===== src/rtl/uart_pkg.sv =====
// -----------------------------------------------------------------------------
// uart_pkg
// Shared definitions for the UART receiver: FSM state type, oversampling
// constants and the 2-of-3 vote helper used when majority sampling is built in.
// No ports (package).
// -----------------------------------------------------------------------------
package uart_pkg;

   localparam int OVERSAMPLE = 16;
   localparam int DATA_BITS  = 8;
   localparam int CNT_W      = $clog2(OVERSAMPLE);

   // Sample points expressed in the tick counter's own width.
   localparam logic [CNT_W-1:0] START_MID = CNT_W'(7);
   localparam logic [CNT_W-1:0] BIT_LAST  = CNT_W'(15);

   typedef enum logic [1:0] {
      IDLE,
      START,
      DATA,
      STOP
   } rx_state_t;

   function automatic logic majority3(input logic a, input logic b, input logic c);
      return (a & b) | (a & c) | (b & c);
   endfunction

endpackage


===== src/rtl/uart_sync.sv =====
// -----------------------------------------------------------------------------
// uart_sync
// Multi-flop synchroniser bringing the asynchronous serial line into the clk
// domain. Flops reset to 1 so the line reads as idle while reset is applied.
// SYNC_STAGES must be at least 2.
//
// Ports:
//   clk    system clock
//   rst_n  asynchronous active-low reset
//   d      asynchronous input
//   q      synchronised output
// -----------------------------------------------------------------------------
module uart_sync #(
   parameter int SYNC_STAGES = 2
) (
   input  logic clk,
   input  logic rst_n,
   input  logic d,
   output logic q
);

   logic [SYNC_STAGES-1:0] sync_ff;

   always_ff @(posedge clk or negedge rst_n) begin
      if (!rst_n) begin
         sync_ff <= '1;
      end else begin
         sync_ff <= {sync_ff[SYNC_STAGES-2:0], d};
      end
   end

   assign q = sync_ff[SYNC_STAGES-1];

endmodule


===== src/rtl/uart_rx.sv =====
// -----------------------------------------------------------------------------
// uart_rx
// 8N1 UART receiver using a 16x oversampling tick. The line is synchronised,
// the start bit is qualified at its middle, data bits are sampled LSB first
// at the middle of each bit and the stop bit decides between a good byte
// (rx_valid pulse) and a framing error (frame_err pulse).
//
// Configuration macro:
//   UART_RX_MAJORITY_EN  when defined, every bit value is the 2-of-3 majority
//                        of the last three tick samples ending at the sample
//                        point; otherwise the single sample is used.
//
// Ports:
//   clk        system clock
//   rst_n      asynchronous active-low reset
//   rx         asynchronous serial line, idle high
//   tick_16x   one-clk pulse at 16x the baud rate
//   rx_data    last good byte, held until overwritten
//   rx_valid   one-clk pulse when rx_data updates
//   frame_err  one-clk pulse on a bad (low) stop bit
//   rx_busy    high from start detect until back in IDLE
// -----------------------------------------------------------------------------
module uart_rx
   import uart_pkg::*;
#(
   parameter int SYNC_STAGES = 2
) (
   input  logic                 clk,
   input  logic                 rst_n,
   input  logic                 rx,
   input  logic                 tick_16x,
   output logic [DATA_BITS-1:0] rx_data,
   output logic                 rx_valid,
   output logic                 frame_err,
   output logic                 rx_busy
);

   localparam logic [2:0] LAST_BIT_IDX = 3'(DATA_BITS - 1);

   logic                 rx_s;
   logic                 bit_val;
   rx_state_t            state;
   logic [CNT_W-1:0]     cnt;
   logic [2:0]           bit_idx;
   logic                 armed;
   logic [DATA_BITS-1:0] shift_reg;

   uart_sync #(
      .SYNC_STAGES(SYNC_STAGES)
   ) u_sync (
      .clk  (clk),
      .rst_n(rst_n),
      .d    (rx),
      .q    (rx_s)
   );

`ifdef UART_RX_MAJORITY_EN
   // Two previous tick samples; together with the current rx_s they cover the
   // three ticks ending at any sample point (cnt 5,6,7 or 13,14,15).
   logic [1:0] vote_hist;

   always_ff @(posedge clk or negedge rst_n) begin
      if (!rst_n) begin
         vote_hist <= 2'b11;
      end else if (tick_16x) begin
         vote_hist <= {vote_hist[0], rx_s};
      end
   end

   assign bit_val = majority3(vote_hist[1], vote_hist[0], rx_s);
`else
   assign bit_val = rx_s;
`endif

   // Receiver FSM. Everything advances only on tick_16x; the result pulses
   // default low every clk so they last exactly one clk. The armed flag
   // requires the line to be seen high before a start bit is accepted, which
   // keeps a held-low line (break) after a framing error or reset from
   // being mistaken for a stream of start bits.
   always_ff @(posedge clk or negedge rst_n) begin
      if (!rst_n) begin
         state     <= IDLE;
         cnt       <= '0;
         bit_idx   <= '0;
         armed     <= 1'b0;
         shift_reg <= '0;
         rx_data   <= '0;
         rx_valid  <= 1'b0;
         frame_err <= 1'b0;
         rx_busy   <= 1'b0;
      end else begin
         rx_valid  <= 1'b0;
         frame_err <= 1'b0;
         if (tick_16x) begin
            unique case (state)
               IDLE: begin
                  cnt <= '0;
                  if (rx_s) begin
                     armed <= 1'b1;
                  end else if (armed) begin
                     state   <= START;
                     armed   <= 1'b0;
                     rx_busy <= 1'b1;
                  end
               end

               START: begin
                  if (cnt == START_MID) begin
                     cnt <= '0;
                     if (bit_val) begin
                        // Line went back high mid start bit: treat as glitch.
                        state   <= IDLE;
                        rx_busy <= 1'b0;
                     end else begin
                        state   <= DATA;
                        bit_idx <= '0;
                     end
                  end else begin
                     cnt <= cnt + 1'b1;
                  end
               end

               DATA: begin
                  // Counter wraps 15->0 naturally, re-aligning to each bit middle.
                  cnt <= cnt + 1'b1;
                  if (cnt == BIT_LAST) begin
                     shift_reg <= {bit_val, shift_reg[DATA_BITS-1:1]};
                     bit_idx   <= bit_idx + 3'd1;
                     if (bit_idx == LAST_BIT_IDX) begin
                        state <= STOP;
                     end
                  end
               end

               STOP: begin
                  cnt <= cnt + 1'b1;
                  if (cnt == BIT_LAST) begin
                     state   <= IDLE;
                     rx_busy <= 1'b0;
                     if (bit_val) begin
                        rx_data  <= shift_reg;
                        rx_valid <= 1'b1;
                     end else begin
                        frame_err <= 1'b1;
                     end
                  end
               end
            endcase
         end
      end
   end

endmodule


===== config.mk =====
export PLATFORM = sky130hd
export DESIGN_NAME = uart_rx
export DESIGN_NICKNAME = d
export VERILOG_FILES = /design/src/rtl/uart_pkg.sv /design/src/rtl/uart_sync.sv /design/src/rtl/uart_rx.sv
export SDC_FILE = /design/constraint.sdc
export NUM_CORES = 1
export LEC_CHECK = 0
export ABC_AREA = 0
export CORE_MARGIN = 1
export CORE_UTILIZATION = 55
export CTS_BUF_LIST = sky130_fd_sc_hd__clkbuf_8 sky130_fd_sc_hd__clkbuf_16
export DETAILED_ROUTE_END_ITERATION = 6
export DONT_BUFFER_PORTS = 1
export PLACE_DENSITY = 0.79
export SLEW_MARGIN = 40
export SYNTH_ARGS = -nofsm -noshare
export SYNTH_HDL_FRONTEND = slang
export SYNTH_SLANG_ARGS = --single-unit

===== constraint.sdc =====
create_clock -name clk -period 1.63 [get_ports clk]
set_input_delay 0.326 -clock clk [delete_from_list [all_inputs] [get_ports clk]]
set_output_delay 0.326 -clock clk [all_outputs]
set_load 0.05 [all_outputs]

# After elaboration in Yosys (flattened, before gate mapping)

Cells that the tools add are included.

Word-level logic and storage cells: 64
Register bits: 31
Output and inout bits: 11

Multiplexer cells: 28
Equality and inequality tests: 14
$add $sub $neg: 2
Reduce and logical (&&, ||, !) cells: 10

Operators by type and width:

| operator                                            | count |
|---|---|
| two-way mux 2 bit                                   | 7 |
| != test 2 bit, second input constant                | 7 |
| AND reduction 7 bit                                 | 2 |
| two-way mux 1 bit                                   | 13 |
| one-hot mux 4 bit (3 select lines)                  | 1 |
| two-way mux 3 bit                                   | 3 |
| one-hot mux 2 bit (4 select lines)                  | 1 |
| one-hot mux 3 bit (2 select lines)                  | 1 |
| AND reduction 5 bit                                 | 1 |
| adder 4 x 1 -> 4 bit, second input constant         | 1 |
| equality test 2 bit, second input constant          | 2 |
| equality test 4 x 3 -> 1 bit, second input constant | 1 |
| equality test 4 bit, second input constant          | 1 |
| two-way mux 4 bit                                   | 1 |
| AND reduction 4 bit                                 | 1 |
| adder 3 x 1 -> 3 bit, second input constant         | 1 |
| equality test 3 bit, second input constant          | 1 |
| one-hot mux 1 bit (3 select lines)                  | 1 |
| AND reduction 3 bit                                 | 1 |
| nonzero test 3 bit                                  | 1 |
| equality test 2 x 1 -> 1 bit, second input constant | 1 |
| zero test 2 bit                                     | 1 |
| != test 2 x 1 -> 1 bit, second input constant       | 1 |
| AND reduction 2 bit                                 | 1 |
| 2 further kinds                                     | 2 |

# Longest topological paths before layout

Gate-level depths: netlist (run 1).

Depth in word-level cells: 4
Depth in mapped cells: 5

# By module

A second synthesis (run 1) with hierarchy kept.

Cell total of the unflattened synthesis: 110
Area total of the unflattened synthesis: 1365.1 sq um

By module, submodules not included:

| module    | area each (sq um) | cells each | times used | seq. area each (sq um) |
|---|---|---|---|---|
| uart_rx   | 1312.5            | 108        | 1          | 725.7 |
| uart_sync | 52.6              | 2          | 1          | 52.6 |

# Worst setup path before layout (run 1)

OpenSTA, ideal clock, no wires.

Kind: flip-flop to flip-flop
From: register cnt[0]
To: register shift_reg[1]
Data arrival time: 1394 ps
Setup time: 128 ps
Slack: 108 ps
Required time: 1502 ps
Path buffers: 1
Stages on the path, launching flop included: 6
Clock period less this slack: 1522 ps
Cell sequence: dfrtp_1 -> ha_1 -> nand2_1 -> nor3_2 -> buf_4 -> mux2_1

Cells in the longest elaborated chain, start to end: 2

Ends and longest elaborated chain:

| what                          | line           | source |
|---|---|---|
| from (decl)                   | uart_rx.sv:43  | `logic [CNT_W-1:0] cnt;` |
| from (signal assigned)        | uart_rx.sv:119 | `cnt <= cnt + 1'b1;` |
| from (signal assigned)        | uart_rx.sv:125 | `cnt <= cnt + 1'b1;` |
| from (signal assigned)        | uart_rx.sv:136 | `cnt <= cnt + 1'b1;` |
| equality test 4 bit           | uart_rx.sv:126 | `if (cnt == BIT_LAST) begin` |
| AND reduction 3 bit (no line) | -              |  |
| to (signal assigned)          | uart_rx.sv:127 | `shift_reg <= {bit_val, shift_reg[DATA_BITS-1:1]};` |
| to (decl)                     | uart_rx.sv:46  | `logic [DATA_BITS-1:0] shift_reg;` |

No other way between the ends.
A chain may end at the register's enable or synchronous reset.

# Final worst setup path (run 1)

From: register cnt[0]
To: register rx_data[7]

Cells in the longest elaborated chain, start to end: 2

Ends and longest elaborated chain:

| what                          | line           | source |
|---|---|---|
| equality test 4 bit           | uart_rx.sv:137 | `if (cnt == BIT_LAST) begin` |
| AND reduction 4 bit (no line) | -              |  |
| to (signal assigned)          | uart_rx.sv:141 | `rx_data <= shift_reg;` |
| to (decl)                     | uart_rx.sv:32  | `output logic [DATA_BITS-1:0] rx_data,` |

No other way between the ends.

==> results.yml, run 1 <==
timing:
  hold_violations: 0
  fmax_mhz: 646
  worst_slew_pin_slew_ps: 502
  setup_viol: 0
  final.setup_skew_ps: 4.80
  post-route-min-period_ps: 1550
  rsz0062_at_grt: "true"
  post-route-period-util: 0.950
  drv_slew: 0
  relSlewSlack: 0.666
hold_path:
  hold_depth: 0
  worst_hold_path_type: "in2reg"
drt:
  vias_per_cell: 5.55
  drt-total-wl_um: 2130
  drtIter0Drc: 12
  num_vias: 782
  ant_nets: 0
  drcViolationCount: 0
  first_pass_iters: 4
  wl_per_cell_um: 15.1
setup_path:
  crit_arrival_ps: 1710
  crit_slowest_cell: "dfrtp_1"
  crit_chain: "ha_1, nand4_2, nor2_8, mux2_4"
  critPathBufInv: 0
  cp-end-kind: "register"
  critPathTopFamily: "simple AND/OR/NAND/NOR gates"
  slowest_delay_ps: 390
  cp.depth: 4
  critical_path_class: "reg2reg"
  start_kind: "register"
  ff2ff_path_depth: 4
  cp.required_ps: 1790
  path_max_fanout: 9
cts:
  clk_path_buf_depth: 2
  root_buffer: "clkbuf_8"
  htreeDepth: 2
  path_clk_slew_ps: 60
  cts_sinks: 31
  numCtsBuffers: 5
  cts_setup_buffers: 0
  cts_tree: "built"
  clk_latency_ps: 280
floorplanning:
  num_io_pins: 15
  die_w_um: 52.2
  fp.coreArea_um2: 2300
  die_area_um2: 2730
  start_util: 0.604
  fp.dieH_um: 52.2
  row_count: 17
global_routing:
  antenna_found_initial: 0
  grt_max_degree: 32
  gr-total-overflow: 0
  grt_pass1_wl_um: 3850
  grt_use_total: 0.208
  grt_pass1_vias: 835
logic_synthesis:
  synth_area_um2: 1390
  netlist_instances: 105
  seq_area_frac_synth: 0.561
  syn-mean-instance-area_um2: 13.2
  ys_seq_elements: 31
  ys_types: 33
  synth_warnings: 0
  syn_nets: 112
finish:
  syn_to_final_growth_pct: 11.9
  diodes: 0
  post-route-util: 0.676
  nFillCells: 169
  nets: 120
  drive_gt1_frac: 0.257
  final_area_um2: 1550
power_and_ir_drop:
  power_density_nw_per_um2: 1390
  static-leakage-power_nw: 0.781
  ir_worst_vdd_uv: 1190
  finalPower_mw: 2.16
place:
  gp_congestion: 0.856
  dp_hpwl_um: 1480
  place.port_buffers: 0
  dpl_cell_area_um2: 1420
flow_run:
  timing.max_cap.violations: 0
outcome:
  outcome: "completed"
-- metal layers --
layer	GRT usage	vias to the layer above	share of wire
li1	-	381	-
met1	0.258	378	0.45
met2	0.310	16	0.47
met3	0.0696	7	0.051
met4	0.132	0	0.029
met5	0	-	0
-- kinds of logic after synthesis --
kind of cell / count (synthesis) / share of synthesized area
mux: 19 / 0.176
xor+xnor: 1 / 0.00631
buf+inv: 9 / 0.0343
fa+ha+maj: 3 / 0.0271
simple gates: 27 / 0.126
compound gates: 15 / 0.0694
flops: 31 / 0.561
-- final timing paths --
check	slack, ps	end	start
setup / recovery	80	rx_data[7]	cnt[0]
hold / removal	40	u_sync.sync_ff[0]	rx
setup reg to reg	80	rx_data[7]	cnt[0]
hold reg to reg	360	u_sync.sync_ff[1]	u_sync.sync_ff[0]
max in group asynchronous	910	u_sync.sync_ff[0]	rst_n
min in group asynchronous	480	cnt[3]	rst_n
-- Yosys cell counts --
| master | count | share of area |
|---|---|---|
| and3_2 | 1 | 0.0054 |
| o21bai_1 | 1 | 0.0054 |
| a21boi_1 | 1 | 0.0054 |
| nor2_8 | 1 | 0.014 |
| dfrtp_1 | 29 | 0.52 |
| nand3b_1 | 1 | 0.0054 |
| or3b_1 | 1 | 0.0063 |
| a31oi_1 | 2 | 0.0090 |
| a22o_1 | 2 | 0.013 |
| nor2b_1 | 1 | 0.0045 |
| buf_2 | 2 | 0.0072 |
| mux2_1 | 9 | 0.073 |
| nand2b_4 | 1 | 0.0099 |
| ha_1 | 3 | 0.027 |
| nor3_1 | 1 | 0.0036 |
| a21oi_1 | 3 | 0.011 |
| nand3_2 | 1 | 0.0072 |
| o22ai_1 | 2 | 0.0090 |
| o221ai_1 | 1 | 0.0063 |
| nor2_1 | 7 | 0.019 |
| nand4_1 | 2 | 0.0090 |
| nand4_2 | 1 | 0.0090 |
| dfstp_2 | 2 | 0.038 |
| mux2_4 | 8 | 0.087 |
| inv_1 | 4 | 0.011 |
| xor2_1 | 1 | 0.0063 |
| nor3_2 | 1 | 0.0072 |
| nand2_1 | 7 | 0.019 |
| buf_4 | 3 | 0.016 |
| o21ai_0 | 1 | 0.0036 |
| nor4b_1 | 1 | 0.0063 |
| o21ai_1 | 2 | 0.0072 |
| mux2_2 | 2 | 0.016 |
-- layout by cell type (no fill, tap or decap), drive strengths merged --
cell type / count
nand3: 1
o21ai: 3
dfstp: 2
nand2: 7
nor2: 8
and3: 1
a21boi: 1
nor4b: 1
nand4: 3
o22ai: 2
a22o: 2
ha: 3
nand3b: 1
buf: 5
xor2: 1
bufinv: 1
o21bai: 1
a21oi: 3
dfrtp: 29
o221ai: 1
dlygate4sd3: 1
or3b: 1
nor3: 2
nor2b: 1
inv: 5
nand2b: 1
clkbuf: 5
a31oi: 2
mux2: 19
-- power by group --
group	leakage (nW)	internal (mW)	switching, mW
Combinational	0.320	0.211	0.223
Clock	0.0554	0.441	0.261
Sequential	0.406	0.876	0.144
-- per-stage QoR --
stage,instances,TNS [ps],hold WS (ps),setup WS (ps)
floorplan,105,0,30.4,108
global route,141,-45.2,26.0,-13.3
global placement,132,0,31.1,134
CTS,141,0,34.2,56.7
detailed placement,132,0,31.1,63.6
finish,141,0,42.2,81.1
-- area by class of cell --
cell class	count	area, um2	area share
timing repair buffer	6	60.1	0.0387
tap	28	35.0	0.0226
clock inverter	2	33.8	0.0218
multi-input combinational	65	562	0.362
inverter	4	15.0	0.00967
clock buffer	5	68.8	0.0443
sequential	31	778	0.501
-- what timing repair did --
action                                 in CTS  in global routing
setup endpoints to repair                   0                  8
hold buffers                                2                  0
endpoints found under the hold margin      31                  0
resized for setup                           0                  0
(Power assumes the default switching activity.)
==> run 2, diff against run 1 <==
--- a/config.mk
+++ b/config.mk
@@ -5,7 +5,7 @@
 export SDC_FILE = /design/constraint.sdc
 export NUM_CORES = 1
 export LEC_CHECK = 0
-export ABC_AREA = 0
+export ABC_AREA = 1
 export CORE_MARGIN = 1
 export CORE_UTILIZATION = 55
 export CTS_BUF_LIST = sky130_fd_sc_hd__clkbuf_8 sky130_fd_sc_hd__clkbuf_16
==> run 2 against run 1 <==
- synthesized cell count increased by 46%
- via count increased by 28%
- routed wire length increased by 15%
- die area increased by 0.42%
- clock power increased by 8.8%
- final cell count increased by 33%
- synthesized area increased by 0.45%
- non-clock buffer count decreased by 4
- combinational power increased by 12%
- critical endpoint is now bit_idx[0]
==> results.yml, run 2 <==
cts:
  clk_path_buf_depth: 2
  numCtsBuffers: 5
  cts_tree: "built"
  htreeDepth: 2
  clk_latency_ps: 270
  cts_sinks: 31
  path_clk_slew_ps: 60
  cts_setup_buffers: 0
  root_buffer: "clkbuf_8"
logic_synthesis:
  synthTopCellsByCount: "nand2_1, dfrtp_1, inv_1"
  synth_top_cell_by_area: "dfrtp_1"
  synth_edf_count: 0
  syn_nets: 160
  synth_area_um2: 1390
  ys_seq_elements: 31
  syn-mean-instance-area_um2: 9.11
  seq_area_frac_synth: 0.558
  synthMostInstantiatedCell: "nand2_1"
  synth-main-ff-cell: "dfrtp_1"
  synth_warnings: 0
  async_flop_share: 1.00
  netlist_instances: 153
  synth_top_area_frac: 0.521
  ys_types: 22
  yosys-top-cells-area: "dfrtp_1, nand2_1, inv_1"
global_routing:
  grt_pass1_wl_um: 4270
  grt_pass1_vias: 983
  grt_max_degree: 32
  grt_use_total: 0.219
  antenna_found_initial: 0
  gr-total-overflow: 0
timing:
  setup_viol: 0
  post-route-period-util: 0.933
  hold_violations: 0
  rsz0062_at_grt: "false"
  fmax_mhz: 658
  fin_hold_ws_ps: 48.3
  setup_tns_ps: 0
  worst_slew_pin_slew_ps: 498
  drv_slew: 0
  setup_slack_ps: 110
  final.setup_skew_ps: 7.87
  relSlewSlack: 0.668
  post-route-min-period_ps: 1520
setup_path:
  cp.required_ps: 1840
  path_max_fanout: 18
  slowest_delay_ps: 370
  start_kind: "register"
  crit_slowest_cell: "dfrtp_1"
  crit_arrival_ps: 1730
  rr_startpoint: "cnt[0]"
  ff2ff_path_depth: 6
  crit_chain: "ha_1, nand3_2, nor2_4, nand2_2, or2_0, nand2_1"
  critical_path_class: "reg2reg"
  cp-end-kind: "register"
  r2r_slack_ps: 110
  critical_path.reg2reg.endpoint: "bit_idx[0]"
drt:
  vias_per_cell: 5.33
  wl_per_cell_um: 13.0
  first_pass_iters: 4
  drtIter0Drc: 33
  num_vias: 1002
  drcViolationCount: 0
  drt-total-wl_um: 2440
  ant_nets: 0
place:
  place.port_buffers: 0
  gp_congestion: 0.769
  dp_hpwl_um: 1780
  dpl_cell_area_um2: 1400
  place_ws_ps: 108
floorplanning:
  num_io_pins: 15
  start_util: 0.607
  fp.coreArea_um2: 2300
  die_w_um: 52.3
  fp.dieH_um: 52.3
  row_count: 17
  die_area_um2: 2740
power_and_ir_drop:
  pwr-share-comb: 0.217
  switchingPower_mw: 0.738
  ir_worst_vdd_uv: 1100
  power_density_nw_per_um2: 1460
  static-leakage-power_nw: 0.775
  p_clk_frac: 0.338
  netSwitchingFraction: 0.327
  intPower_mw: 1.52
  power_frac_seq: 0.445
hold_path:
  hold_depth: 0
  hold_end: "u_sync.sync_ff[0]"
  hold_path.startpoint: "rx"
  worst_hold_path_type: "in2reg"
finish:
  regArea_um2: 778
  nFillCells: 180
  mostFrequentLayoutCell: "nand2_1"
  final_area_um2: 1550
  diodes: 0
  post-route-util: 0.675
  nets: 166
  drive_gt1_frac: 0.163
  final_cell_mix: "nand2_1, dfrtp_1, inv_1, o21ai_1, nor2_1"
  multi_input_area_um2: 518
  syn_to_final_growth_pct: 11.2
outcome:
  outcome: "completed"
flow_run:
  timing.max_cap.violations: 0
-- run 2: changes by cell type after synthesis, moves of 5 or more --
cell	before	now
inv_1	4	18
mux2_1	9	0
mux2_4	8	0
nand2_1	7	48
nand3_1	0	6
o21ai_0	1	6
o21ai_1	2	8
o21ai_2	0	7
-- run 2: power groups by stage --
stage	clock (mW)	combinational [mW]	sequential [mW]
6_report	0.763	0.489	1.00
5_1_grt	0.819	0.573	1.02
4_1_cts	0.776	0.488	1.00
3_5_place_dp	0	0.466	1.01
3_3_place_gp	0	0.434	1.01
2_1_floorplan	0	0.380	0.994
-- run 2: area by class of cell --
cell class / count / area share
Sequential cell: 31 / 0.502
Inverter: 19 / 0.0460
Clock inverter: 2 / 0.0226
Clock buffer: 6 / 0.0533
Tap cell: 28 / 0.0226
Timing Repair Buffer: 2 / 0.0194
Multi-Input combinational cell: 100 / 0.334
-- run 2: layer usage --
metal  global-route usage  vias to the layer above  routed length (um)  part of all wire
met5                    0                        -                   0                 0
met4               0.0658                        0                  11            0.0045
met1                0.265                      480                1030              0.42
met2                0.365                       26                1270              0.52
li1                     -                      494                   -                 -
met3               0.0783                        2                 119             0.049
-- run 2: critical path: cells and delay by family, from the launching register on --
family | cells | cell delay (ps)
simple gates | 5 | 860
flops | 1 | 370
fa+ha+maj | 1 | 230
-- run 2: cell families after synthesis --
kind of cell,count (synthesis),share of synthesized area
XOR/XNOR,1,0.00628
AND/OR/NAND/NOR,73,0.232
AO/OA/AOI/OAI,23,0.101
adder cells (fa/ha/maj),3,0.0269
buffers and inverters,22,0.0754
flip-flops,31,0.558
-- run 2: worst max-delay path by stage --
stage	startpoint	end	cells after the start
after floorplan	cnt[0]	rx_data[5]	7
final	cnt[0]	bit_idx[0]	6
after CTS	cnt[0]	rx_data[3]	6
after detailed placement	cnt[0]	rx_data[3]	6
after global routing	cnt[0]	register	8
after global placement	cnt[1]	rx_data[3]	6
-- run 2: through the flow --
stage	cells	total power, mW
floorplan	153	1.37
global placement	178	1.44
detailed placement	178	1.48
CTS	188	2.27
global route	188	2.41
finish	188	2.26
-- run 2: what timing repair did --
item / CTS / global route
endpoints found under the hold margin: 31 / 0
endpoints found under the setup margin: 0 / 8
hold buffers: 2 / 0
resized for setup: 0 / 1
==> run 3, diff against run 2 <==
--- a/config.mk
+++ b/config.mk
@@ -6,12 +6,15 @@
 export NUM_CORES = 1
 export LEC_CHECK = 0
 export ABC_AREA = 1
+export CELL_PAD_IN_SITES_DETAIL_PLACEMENT = 0
+export CELL_PAD_IN_SITES_GLOBAL_PLACEMENT = 1
 export CORE_MARGIN = 1
-export CORE_UTILIZATION = 55
+export CORE_UTILIZATION = 42
 export CTS_BUF_LIST = sky130_fd_sc_hd__clkbuf_8 sky130_fd_sc_hd__clkbuf_16
 export DETAILED_ROUTE_END_ITERATION = 6
 export DONT_BUFFER_PORTS = 1
-export PLACE_DENSITY = 0.79
+export PLACE_DENSITY_LB_ADDON = 0.1
+export REMOVE_ABC_BUFFERS = 1
 export SLEW_MARGIN = 40
 export SYNTH_ARGS = -nofsm -noshare
 export SYNTH_HDL_FRONTEND = slang
==> run 3 against run 2 <==
- clock power fell by 25%
- hold slack got worse by 1.8 ps
- clock skew fell by 1.5 ps
- via count fell by 5.6%
- sequential share of layout area rose by 0.41 points
- flip-flop and latch count did not move
- critical path type unchanged
- largest power group unchanged
==> results.yml, run 3 (synthesis results as in run 2) <==
floorplanning:
  die_area_um2: 3550
  row_count: 20
  start_util: 0.449
  fp.coreArea_um2: 3100
  num_io_pins: 15
  die_w_um: 59.6
  fp.dieH_um: 59.6
cts:
  numCtsBuffers: 5
  clk_latency_ps: 280
  path_clk_slew_ps: 70
  clk_path_buf_depth: 2
  cts_sinks: 31
  htreeDepth: 2
  root_buffer: "clkbuf_8"
  cts_tree: "built"
  cts_setup_buffers: 0
power_and_ir_drop:
  p_clk_frac: 0.277
  ir_worst_vdd_uv: 482
  static-leakage-power_nw: 0.759
  intPower_mw: 1.32
  switchingPower_mw: 0.743
  finalPower_mw: 2.06
  power_density_nw_per_um2: 1340
  pwr-share-comb: 0.234
  power_frac_seq: 0.489
  netSwitchingFraction: 0.361
setup_path:
  cp-end-kind: "register"
  start_kind: "register"
  path_max_fanout: 18
  crit_arrival_ps: 1700
  cp.required_ps: 1850
  critical_path_class: "reg2reg"
finish:
  nets: 166
  diodes: 0
  final_area_um2: 1540
  syn_to_final_growth_pct: 10.3
  post-route-util: 0.496
  mostFrequentLayoutCell: "nand2_1"
  final_cell_mix: "nand2_1, dfrtp_1, inv_1, o21ai_1, nor2_1"
  drive_gt1_frac: 0.156
  final_cells: 204
timing:
  fin_hold_ws_ps: 46.5
  hold_violations: 0
  setup_slack_ps: 152
  rsz0062_at_grt: "false"
  post-route-period-util: 0.907
  drv_slew: 0
  worst_slew_pin_slew_ps: 477
  fmax_mhz: 676
  relSlewSlack: 0.682
  final.setup_skew_ps: 6.39
  post-route-min-period_ps: 1480
  setup_viol: 0
  setup_tns_ps: 0
place:
  place.port_buffers: 0
  placedCellCount: 194
  dpl_cell_area_um2: 1420
  gp_congestion: 0.783
  place_ws_ps: 87.4
  dp_hpwl_um: 1640
hold_path:
  worst_hold_path_type: "in2reg"
drt:
  wl_per_cell_um: 11.5
  wl_met3_um: 99
  drcViolationCount: 0
  drt-total-wl_um: 2340
  first_pass_iters: 4
  wl_met2_um: 1000
  highest_layer: "met4"
  vias_per_cell: 4.64
  drt-met1-wl_um: 1220
  drtIter0Drc: 58
  num_vias: 946
  ant_nets: 0
global_routing:
  grt_pass1_wl_um: 4050
  antenna_found_initial: 0
  grt_max_degree: 32
  grt_pass1_vias: 910
  gr-total-overflow: 0
  grt_use_total: 0.158
flow_run:
  timing.max_cap.violations: 0
outcome:
  outcome: "completed"
run 3: changes by cell type in the layout (fill, tap and decap cells not counted):
cell / previous run / this run
inv_1: 18 / 19
bufinv_16: 1 / 0
clkinvlp_4: 0 / 1
clkbuf_8: 6 / 5
run 3: power by group through the flow:
stage                     Clock [mW]  Combinational, mW  Sequential [mW]
after floorplan                    0              0.376            0.994
after global placement             0              0.449             1.02
after detailed placement           0              0.457             1.02
after CTS                      0.594              0.485             1.01
after global routing           0.630              0.571             1.02
final                          0.570              0.482             1.01
run 3: area by class of cell:
class	count	area [um2]
clock buffer	5	68.8
inverter	19	71.3
multi-input combinational	100	518
tap	44	55.1
fill	312	1570
timing repair buffer	2	30.0
clock inverter	3	16.3
sequential	31	778
run 3: what timing repair did:
action / 4_1_cts / 5_1_grt
hold buffers: 2 / 0
hold endpoints to repair: 31 / 0
endpoints found under the setup margin: 0 / 8
gates resized for setup: 0 / 1
run 3: final timing paths:
path	from	end	slack, ps	cells after the start
setup / recovery	cnt[1]	bit_idx[0]	150	6
hold / removal	rx	u_sync.sync_ff[0]	50	0
setup reg to reg	cnt[1]	bit_idx[0]	150	6
hold reg to reg	u_sync.sync_ff[0]	u_sync.sync_ff[1]	360	0
max in group asynchronous	rst_n	u_sync.sync_ff[1]	890	2
min in group asynchronous	rst_n	shift_reg[1]	490	2
run 3: routing by layer:
layer,vias to the layer above,track usage
li1,495,-
met1,433,0.218
met2,16,0.228
met3,2,0.0633
met4,0,0.0498
met5,-,0
run 3: worst max-delay path, cell delays in order, from the launching register on:
cell and delay (ps):
dfrtp_1 380, ha_1 210, nand3_2 150, nor2_4 150, nand2_2 210, or2_0 270, nand2_1 60
